--- config.mk ---
export PLATFORM = sky130hd
export DESIGN_NAME = mem_bus_arbiter
export DESIGN_NICKNAME = d
export VERILOG_FILES = /design/src/rtl/mem_arb_pkg.sv /design/src/rtl/mem_arb_pick.sv /design/src/rtl/mem_bus_arbiter.sv
export SDC_FILE = /design/constraint.sdc
export NUM_CORES = 1
export LEC_CHECK = 0
export CAP_MARGIN = 20
export CORE_ASPECT_RATIO = 0.5
export CORE_MARGIN = 1
export CORE_UTILIZATION = 45
export DETAILED_ROUTE_END_ITERATION = 12
export GPL_TIMING_DRIVEN = 0
export PLACE_DENSITY = 0.89
export RECOVER_POWER = 100
export SYNTH_ARGS = -nofsm -noshare
export SYNTH_HDL_FRONTEND = slang
export SYNTH_SLANG_ARGS = --single-unit
--- constraint.sdc ---
create_clock -name clk -period 16.1 [get_ports clk]
set_input_delay 1.61 -clock clk [delete_from_list [all_inputs] [get_ports clk]]
set_output_delay 1.61 -clock clk [all_outputs]
set_load 0.01 [all_outputs]
--- src/rtl/mem_arb_pkg.sv ---
`default_nettype none
// ============================================================================
// Module   : mem_arb_pkg
// Purpose  : Shared types and constants for the memory bus arbiter: FSM state
//            encoding, grant encoding and AXI response codes.
// Revision : 1.0 - initial release
// ============================================================================
package mem_arb_pkg;

  // Arbiter FSM states
  typedef enum logic [2:0] {
    ST_IDLE    = 3'd0,
    ST_RD_ADDR = 3'd1,
    ST_RD_DATA = 3'd2,
    ST_WR_REQ  = 3'd3,
    ST_WR_RESP = 3'd4
  } arb_state_e;

  // Which requester owns the bus
  typedef enum logic {
    GNT_IF = 1'b0,
    GNT_D  = 1'b1
  } gnt_e;

  // AXI response code for a successful access
  localparam logic [1:0] RESP_OKAY = 2'b00;

  // Data bits covered by one write strobe; strobe width = DATA_W / BITS_PER_STRB
  localparam int BITS_PER_STRB = 8;

endpackage : mem_arb_pkg
`default_nettype wire

--- src/rtl/mem_arb_pick.sv ---
`default_nettype none
// ============================================================================
// Module   : mem_arb_pick
// Purpose  : Combinational grant selection between fetch and data requesters.
//            Build option MEM_ARB_RR_EN: round-robin on simultaneous requests
//            (the port not granted last wins); otherwise data has fixed
//            priority over fetch.
// Revision : 1.0 - initial release
// ============================================================================
module mem_arb_pick
  import mem_arb_pkg::*;
(
  input  logic if_req,
  input  logic d_req,
  input  gnt_e last_gnt,
  output logic gnt_valid,
  output gnt_e gnt
);

  // Select the winner; with no request the previous grant is simply echoed
  always_comb begin
    gnt_valid = if_req | d_req;
    gnt       = last_gnt;
`ifdef MEM_ARB_RR_EN
    if (if_req && d_req) begin
      gnt = (last_gnt == GNT_D) ? GNT_IF : GNT_D;
    end else if (d_req) begin
      gnt = GNT_D;
    end else if (if_req) begin
      gnt = GNT_IF;
    end
`else
    if (d_req) begin
      gnt = GNT_D;
    end else if (if_req) begin
      gnt = GNT_IF;
    end
`endif
  end

endmodule : mem_arb_pick
`default_nettype wire

--- src/rtl/mem_bus_arbiter.sv ---
`default_nettype none
// ============================================================================
// Module   : mem_bus_arbiter
// Purpose  : Shares one AXI4-Lite master between instruction fetch (read
//            only) and the data port (read/write). Each req/done handshake is
//            turned into a single complete AXI transaction, one at a time.
//            Build option MEM_ARB_RR_EN: round-robin arbitration with a 1-bit
//            last-grant pointer; default is fixed data-over-fetch priority.
// Revision : 1.0 - initial release
// ============================================================================
module mem_bus_arbiter
  import mem_arb_pkg::*;
#(
  parameter int ADDR_W = 32,
  parameter int DATA_W = 32
) (
  input  logic                              clk,
  input  logic                              rst,
  // fetch port
  input  logic                              if_req,
  input  logic [ADDR_W-1:0]                 if_addr,
  output logic [DATA_W-1:0]                 if_rdata,
  output logic                              if_done,
  output logic                              if_err,
  // data port
  input  logic                              d_req,
  input  logic                              d_we,
  input  logic [ADDR_W-1:0]                 d_addr,
  input  logic [DATA_W-1:0]                 d_wdata,
  input  logic [DATA_W/BITS_PER_STRB-1:0]   d_wstrb,
  output logic [DATA_W-1:0]                 d_rdata,
  output logic                              d_done,
  output logic                              d_err,
  output logic                              busy,
  // AXI4-Lite master
  output logic [ADDR_W-1:0]                 axi_araddr,
  output logic                              axi_arvalid,
  input  logic                              axi_arready,
  input  logic [DATA_W-1:0]                 axi_rdata,
  input  logic [1:0]                        axi_rresp,
  input  logic                              axi_rvalid,
  output logic                              axi_rready,
  output logic [ADDR_W-1:0]                 axi_awaddr,
  output logic                              axi_awvalid,
  input  logic                              axi_awready,
  output logic [DATA_W-1:0]                 axi_wdata,
  output logic [DATA_W/BITS_PER_STRB-1:0]   axi_wstrb,
  output logic                              axi_wvalid,
  input  logic                              axi_wready,
  input  logic [1:0]                        axi_bresp,
  input  logic                              axi_bvalid,
  output logic                              axi_bready
);

  localparam int STRB_W = DATA_W / BITS_PER_STRB;

  arb_state_e           state_q,   state_d;
  gnt_e                 gnt_q,     gnt_d;
  logic [ADDR_W-1:0]    araddr_q,  araddr_d;
  logic [ADDR_W-1:0]    awaddr_q,  awaddr_d;
  logic [DATA_W-1:0]    wdata_q,   wdata_d;
  logic [STRB_W-1:0]    wstrb_q,   wstrb_d;
  logic                 arvalid_q, arvalid_d;
  logic                 rready_q,  rready_d;
  logic                 awvalid_q, awvalid_d;
  logic                 wvalid_q,  wvalid_d;
  logic                 bready_q,  bready_d;
  logic                 aw_ok_q,   aw_ok_d;
  logic                 w_ok_q,    w_ok_d;
  logic [DATA_W-1:0]    if_rdata_q, if_rdata_d;
  logic [DATA_W-1:0]    d_rdata_q,  d_rdata_d;
  logic                 if_done_q, if_done_d;
  logic                 if_err_q,  if_err_d;
  logic                 d_done_q,  d_done_d;
  logic                 d_err_q,   d_err_d;

  gnt_e                 last_gnt;
  gnt_e                 pick_gnt;
  logic                 pick_valid;
  logic                 grant_fire;
  logic                 aw_hs, w_hs, aw_all, w_all;

  mem_arb_pick u_pick (
    .if_req    (if_req),
    .d_req     (d_req),
    .last_gnt  (last_gnt),
    .gnt_valid (pick_valid),
    .gnt       (pick_gnt)
  );

  // A requester drops req on the edge after its done pulse, so IDLE ignores
  // requests while a done pulse is out; otherwise the stale req level would
  // launch a duplicate transaction.
  assign grant_fire = (state_q == ST_IDLE) && pick_valid && !(if_done_q || d_done_q);

`ifdef MEM_ARB_RR_EN
  gnt_e rr_ptr_q, rr_ptr_d;

  // Round-robin pointer remembers the most recent grant
  always_comb begin
    rr_ptr_d = grant_fire ? pick_gnt : rr_ptr_q;
  end

  // Pointer register
  always_ff @(posedge clk or posedge rst) begin
    if (rst) rr_ptr_q <= GNT_IF;
    else     rr_ptr_q <= rr_ptr_d;
  end

  assign last_gnt = rr_ptr_q;
`else
  assign last_gnt = gnt_q;
`endif

  assign aw_hs  = awvalid_q & axi_awready;
  assign w_hs   = wvalid_q & axi_wready;
  assign aw_all = aw_ok_q | aw_hs;
  assign w_all  = w_ok_q | w_hs;

  // Next-state and registered-output logic of the transaction FSM
  always_comb begin
    state_d    = state_q;
    gnt_d      = gnt_q;
    araddr_d   = araddr_q;
    awaddr_d   = awaddr_q;
    wdata_d    = wdata_q;
    wstrb_d    = wstrb_q;
    arvalid_d  = arvalid_q;
    rready_d   = rready_q;
    awvalid_d  = awvalid_q;
    wvalid_d   = wvalid_q;
    bready_d   = bready_q;
    aw_ok_d    = aw_ok_q;
    w_ok_d     = w_ok_q;
    if_rdata_d = if_rdata_q;
    d_rdata_d  = d_rdata_q;
    if_done_d  = 1'b0;
    if_err_d   = 1'b0;
    d_done_d   = 1'b0;
    d_err_d    = 1'b0;

    unique case (state_q)
      ST_IDLE: begin
        if (grant_fire) begin
          gnt_d = pick_gnt;
          if (pick_gnt == GNT_D && d_we) begin
            awaddr_d  = d_addr;
            wdata_d   = d_wdata;
            wstrb_d   = d_wstrb;
            awvalid_d = 1'b1;
            wvalid_d  = 1'b1;
            aw_ok_d   = 1'b0;
            w_ok_d    = 1'b0;
            state_d   = ST_WR_REQ;
          end else begin
            araddr_d  = (pick_gnt == GNT_D) ? d_addr : if_addr;
            arvalid_d = 1'b1;
            state_d   = ST_RD_ADDR;
          end
        end
      end
      ST_RD_ADDR: begin
        if (arvalid_q && axi_arready) begin
          arvalid_d = 1'b0;
          rready_d  = 1'b1;
          state_d   = ST_RD_DATA;
        end
      end
      ST_RD_DATA: begin
        if (axi_rvalid && rready_q) begin
          rready_d = 1'b0;
          if (gnt_q == GNT_D) begin
            d_rdata_d = axi_rdata;
            d_done_d  = 1'b1;
            d_err_d   = (axi_rresp != RESP_OKAY);
          end else begin
            if_rdata_d = axi_rdata;
            if_done_d  = 1'b1;
            if_err_d   = (axi_rresp != RESP_OKAY);
          end
          state_d = ST_IDLE;
        end
      end
      ST_WR_REQ: begin
        // Address and data channels complete independently
        if (aw_hs) awvalid_d = 1'b0;
        if (w_hs)  wvalid_d  = 1'b0;
        aw_ok_d = aw_all;
        w_ok_d  = w_all;
        if (aw_all && w_all) begin
          bready_d = 1'b1;
          state_d  = ST_WR_RESP;
        end
      end
      ST_WR_RESP: begin
        if (axi_bvalid && bready_q) begin
          bready_d = 1'b0;
          d_done_d = 1'b1;
          d_err_d  = (axi_bresp != RESP_OKAY);
          state_d  = ST_IDLE;
        end
      end
      default: state_d = ST_IDLE;
    endcase
  end

  // State and output registers; reset abandons any transaction in flight
  always_ff @(posedge clk or posedge rst) begin
    if (rst) begin
      state_q    <= ST_IDLE;
      gnt_q      <= GNT_IF;
      araddr_q   <= '0;
      awaddr_q   <= '0;
      wdata_q    <= '0;
      wstrb_q    <= '0;
      arvalid_q  <= 1'b0;
      rready_q   <= 1'b0;
      awvalid_q  <= 1'b0;
      wvalid_q   <= 1'b0;
      bready_q   <= 1'b0;
      aw_ok_q    <= 1'b0;
      w_ok_q     <= 1'b0;
      if_rdata_q <= '0;
      d_rdata_q  <= '0;
      if_done_q  <= 1'b0;
      if_err_q   <= 1'b0;
      d_done_q   <= 1'b0;
      d_err_q    <= 1'b0;
    end else begin
      state_q    <= state_d;
      gnt_q      <= gnt_d;
      araddr_q   <= araddr_d;
      awaddr_q   <= awaddr_d;
      wdata_q    <= wdata_d;
      wstrb_q    <= wstrb_d;
      arvalid_q  <= arvalid_d;
      rready_q   <= rready_d;
      awvalid_q  <= awvalid_d;
      wvalid_q   <= wvalid_d;
      bready_q   <= bready_d;
      aw_ok_q    <= aw_ok_d;
      w_ok_q     <= w_ok_d;
      if_rdata_q <= if_rdata_d;
      d_rdata_q  <= d_rdata_d;
      if_done_q  <= if_done_d;
      if_err_q   <= if_err_d;
      d_done_q   <= d_done_d;
      d_err_q    <= d_err_d;
    end
  end

  assign busy        = (state_q != ST_IDLE);
  assign if_rdata    = if_rdata_q;
  assign if_done     = if_done_q;
  assign if_err      = if_err_q;
  assign d_rdata     = d_rdata_q;
  assign d_done      = d_done_q;
  assign d_err       = d_err_q;
  assign axi_araddr  = araddr_q;
  assign axi_arvalid = arvalid_q;
  assign axi_rready  = rready_q;
  assign axi_awaddr  = awaddr_q;
  assign axi_awvalid = awvalid_q;
  assign axi_wdata   = wdata_q;
  assign axi_wstrb   = wstrb_q;
  assign axi_wvalid  = wvalid_q;
  assign axi_bready  = bready_q;

endmodule : mem_bus_arbiter
`default_nettype wire
==> impl_results.md <==
* Top sig layer: met4
* CTS Root Buffer Type: clkbuf_16
* Max_cap viols at 1
* Post-route DRC violation count at 0
* Synth-to-layout area growth at 54.8%
* CTS max path bufs at 2
* Number of top-level pins at 320
* Antenna violations before repair at 0
* Proportion of layout cells with a drive suffix above 1 at 0.290
* Area of all sequential standard cells at 0.00448 sq mm
* Hold Violations, Final at 0
* Initial detailed-routing violation count at 212
* Post-CTS clock slew at the launch and capture registers of the worst setup and hold paths at 0.06 ns
* Routed wire length at 18500 um
* Pin count of the biggest net entering global routing at 108
* Final critical delay including setup and external delays at ~4.3 ns
* Category of the critical setup timing path: in2reg
* Number of H-tree levels at 4
* Worst IR drop on VDD at 0.0000954 V
* Wire length of the first global-routing pass at 29000 um
* Power per standard cell area at 187 mW/mm^2
* DR WL/cell at approximately 18 um
* Number of warnings issued by yosys at 0
* Post-synthesis cell area at around 0.0072 sq mm
* Final weighted congestion in routability-driven placement at between 0.7 and 0.8
* Post-cts hold buffer count at 0
* Global-route usage over all layers at 0.225
* Starting density of the core at 0.465
* Arrival time at the worst endpoint at 4.60 ns
* Diodes inserted at 0
* Pre-Repair DR Iteration Count at 4
* Crit path launch: d_req
* Count of buffers from port buffering at 319
* Vias at 5119
* # nets final at 947
* Number of global-route vias before repair at 5459
* Smallest hold slack at 0.498 ns
* Ys flop type: dfrtp_1
* TritonCTS clock tree: built
* Area of the multi-input gates at 0.00256 sq mm
* Number of nets in the synthesized netlist at 608
* Yosys cell types at 34
* Library cell occupying the most area in the post-synthesis netlist: dfrtp_1
* Average cell area after synthesis at 15.7 sq um
* Detailed-route wire length on metal 1 at between 7000 and 8000 um
* Outcome: finished with violations
* Final HPWL from detailed placement at 14000 um
* Violated checks: capacitance limit, slew limit
* End of the critical path: axi_araddr[19]
* Synth Instances at approximately 460
* Number of nets still failing antenna checks after routing at 0
* Number of standard-cell rows in the floorplan at 32
* Critical Path Fanout Max at 10
* Final total negative setup slack at 0 ns
* Post CTS Setup Buffer Count at 0
* Residual overflow from global routing at 0
* Worst R2R End: axi_araddr[19]
* Post-cts repair resize count at 0
* Cell Area, Placed at around 0.011 sq mm
* Sequential fraction of the synthesis area at 0.619
* Largest cells by area after synthesis: dfrtp_1 62%, mux2_2 31%, buf_6 1.4%, nand2_1 0.57%, clkbuf_1 0.52%
* Worst-case clock skew at around 0.013 ns
* Startpoint kind of the worst setup timing path: input port
* Filler Cell Count at 1056
* Core box area at 0.0156 sq mm
* Fraction of the cycle the final worst path needs at 0.268
* Remaining max-slew budget at the tightest pin at -1.18
* Endpoint required time on the critical path at 16.39 ns
* Post-synth EDFFs at 0
* Number of clock sinks at 179
* Leakage at 4.89 nW
* Share of the synthesized area in the top cell type at 0.619
* Met3 WL at 713 um
* R2R Setup Slk at approximately 13 ns
* Width of the chip at around 180 um
* Worst-skew pair later-pin latency at between 0.4 and 0.5 ns
* Final instance area at 0.0112 sq mm
* Hold/Removal Path Class: reg2reg
* R2r startpoint: state_q[1]
* Die ar. at roughly 0.017 sq mm
* CP Capture Type: flop
* Vias per cell at around 5.0
* Met2 Wirelength at between 9000 and 10000 um
* Actual slew at the worst max-slew pin at 3.25 ns
* Final slew viol count at 73
* Length in cells of the worst reg-to-reg path at 5
* Async set-reset flop share out of synthesis at 1.00
* RSZ-0062 raised after global routing: no
* # setup viols final at 0
* Flip-flop and latch count after synthesis at 179
* Chip height at 91.7 um
* Number of buffers inserted during clock tree synthesis at 17
* Peak clock frequency supported by timing at 232 MHz
[Yosys cell counts (2+ instances only)]
| library cell | number |
|---|---|
| mux2_2 | 197 |
| a31oi_1 | 2 |
| o21ai_0 | 4 |
| a21oi_1 | 6 |
| nor2_1 | 7 |
| nand3_1 | 6 |
| a41oi_1 | 2 |
| dfrtp_1 | 179 |
| inv_1 | 6 |
| nor2b_1 | 2 |
| nand2_1 | 11 |
| buf_6 | 9 |
| clkbuf_1 | 10 |
[report_power, final]
part	internal, W	switching, W	total, W
clock	0.000228	0.000178	0.000406
sequential	0.000674	0.000106	0.000780
combinational	0.000538	0.000372	0.000910
[worst max-delay path, stage by stage]
cell           delay [ns]
dlygate4sd3_1        0.58
nor2_1               0.09
nor4_1               0.92
o21ai_0              0.61
clkbuf_1             0.43
mux2_2               0.37
[stage by stage]
step	utilization	total power [W]	instances	setup slack, ns
after floorplan	-	0.00123	462	9.63
after global placement	0.686	0.00177	985	7.41
after detailed placement	0.689	0.00181	986	12.06
after CTS	0.726	0.00222	1018	12.49
after global routing	0.720	0.00221	1018	11.47
final	0.720	0.00210	1018	11.79
[cell usage in the layout (no fill, tap or decap), types with 3 or more instances in the layout]
cell	Yosys	final
clkbuf_1	10	20
nand3_1	6	6
inv_1	6	5
clkinv_4	0	5
clkbuf_8	1	3
mux2_2	197	197
nand2_1	11	11
nor2_1	7	7
clkdlybuf4s50_1	0	140
o21ai_0	4	5
a21oi_1	6	6
inv_6	0	3
clkbuf_16	0	17
dlygate4sd3_1	0	179
dfrtp_1	179	179
[metal layers]
layer / up-vias / global-route usage
met2: 133 / 0.411
li1: 2331 / -
met1: 2622 / 0.264
met5: - / 0
met3: 33 / 0.0461
met4: 0 / 0.0840
[worst min-delay path by stage]
stage | startpoint | to | slack [ns] | depth (start not counted)
final | axi_awaddr[20] | axi_awaddr[20] | 0.50 | 1
after global routing | if_rdata[17] | if_rdata[17] | 0.51 | 1
after CTS | axi_awaddr[29] | axi_awaddr[29] | 0.51 | 1
after detailed placement | axi_awaddr[14] | axi_awaddr[14] | 0.49 | 1
after global placement | axi_araddr[28] | axi_araddr[28] | 0.49 | 1
after floorplan | aw_ok_q | aw_ok_q | 0.52 | 2
[registers in the layout, summed over array words and instances, names as in the netlist, 3 cells and up]
name	count
axi_wstrb	4
state_q	3
axi_wdata	32
d_rdata	32
axi_araddr	32
if_rdata	32
axi_awaddr	32
[cells by family (layout without fill, tap and decap cells)]
group / after synthesis / after routing / synth area share
and+or+nand+nor: 35 / 35 / 0.0280
muxes: 197 / 197 / 0.306
AOI/OAI and AO/OA: 23 / 23 / 0.0216
DFF: 179 / 179 / 0.619
buffers and inverters: 28 / 380 / 0.0256
[cell type report]
class / count / area share
plain buffers: 22 / 0.00759
clock buffers: 20 / 0.0416
repair buffers: 320 / 0.287
flip-flops and latches: 179 / 0.400
multi-input cells: 255 / 0.228
clock inverters: 12 / 0.0107
inverters: 6 / 0.00212
well taps: 204 / 0.0228
Note: power is estimated with default switching activity, not from simulation.
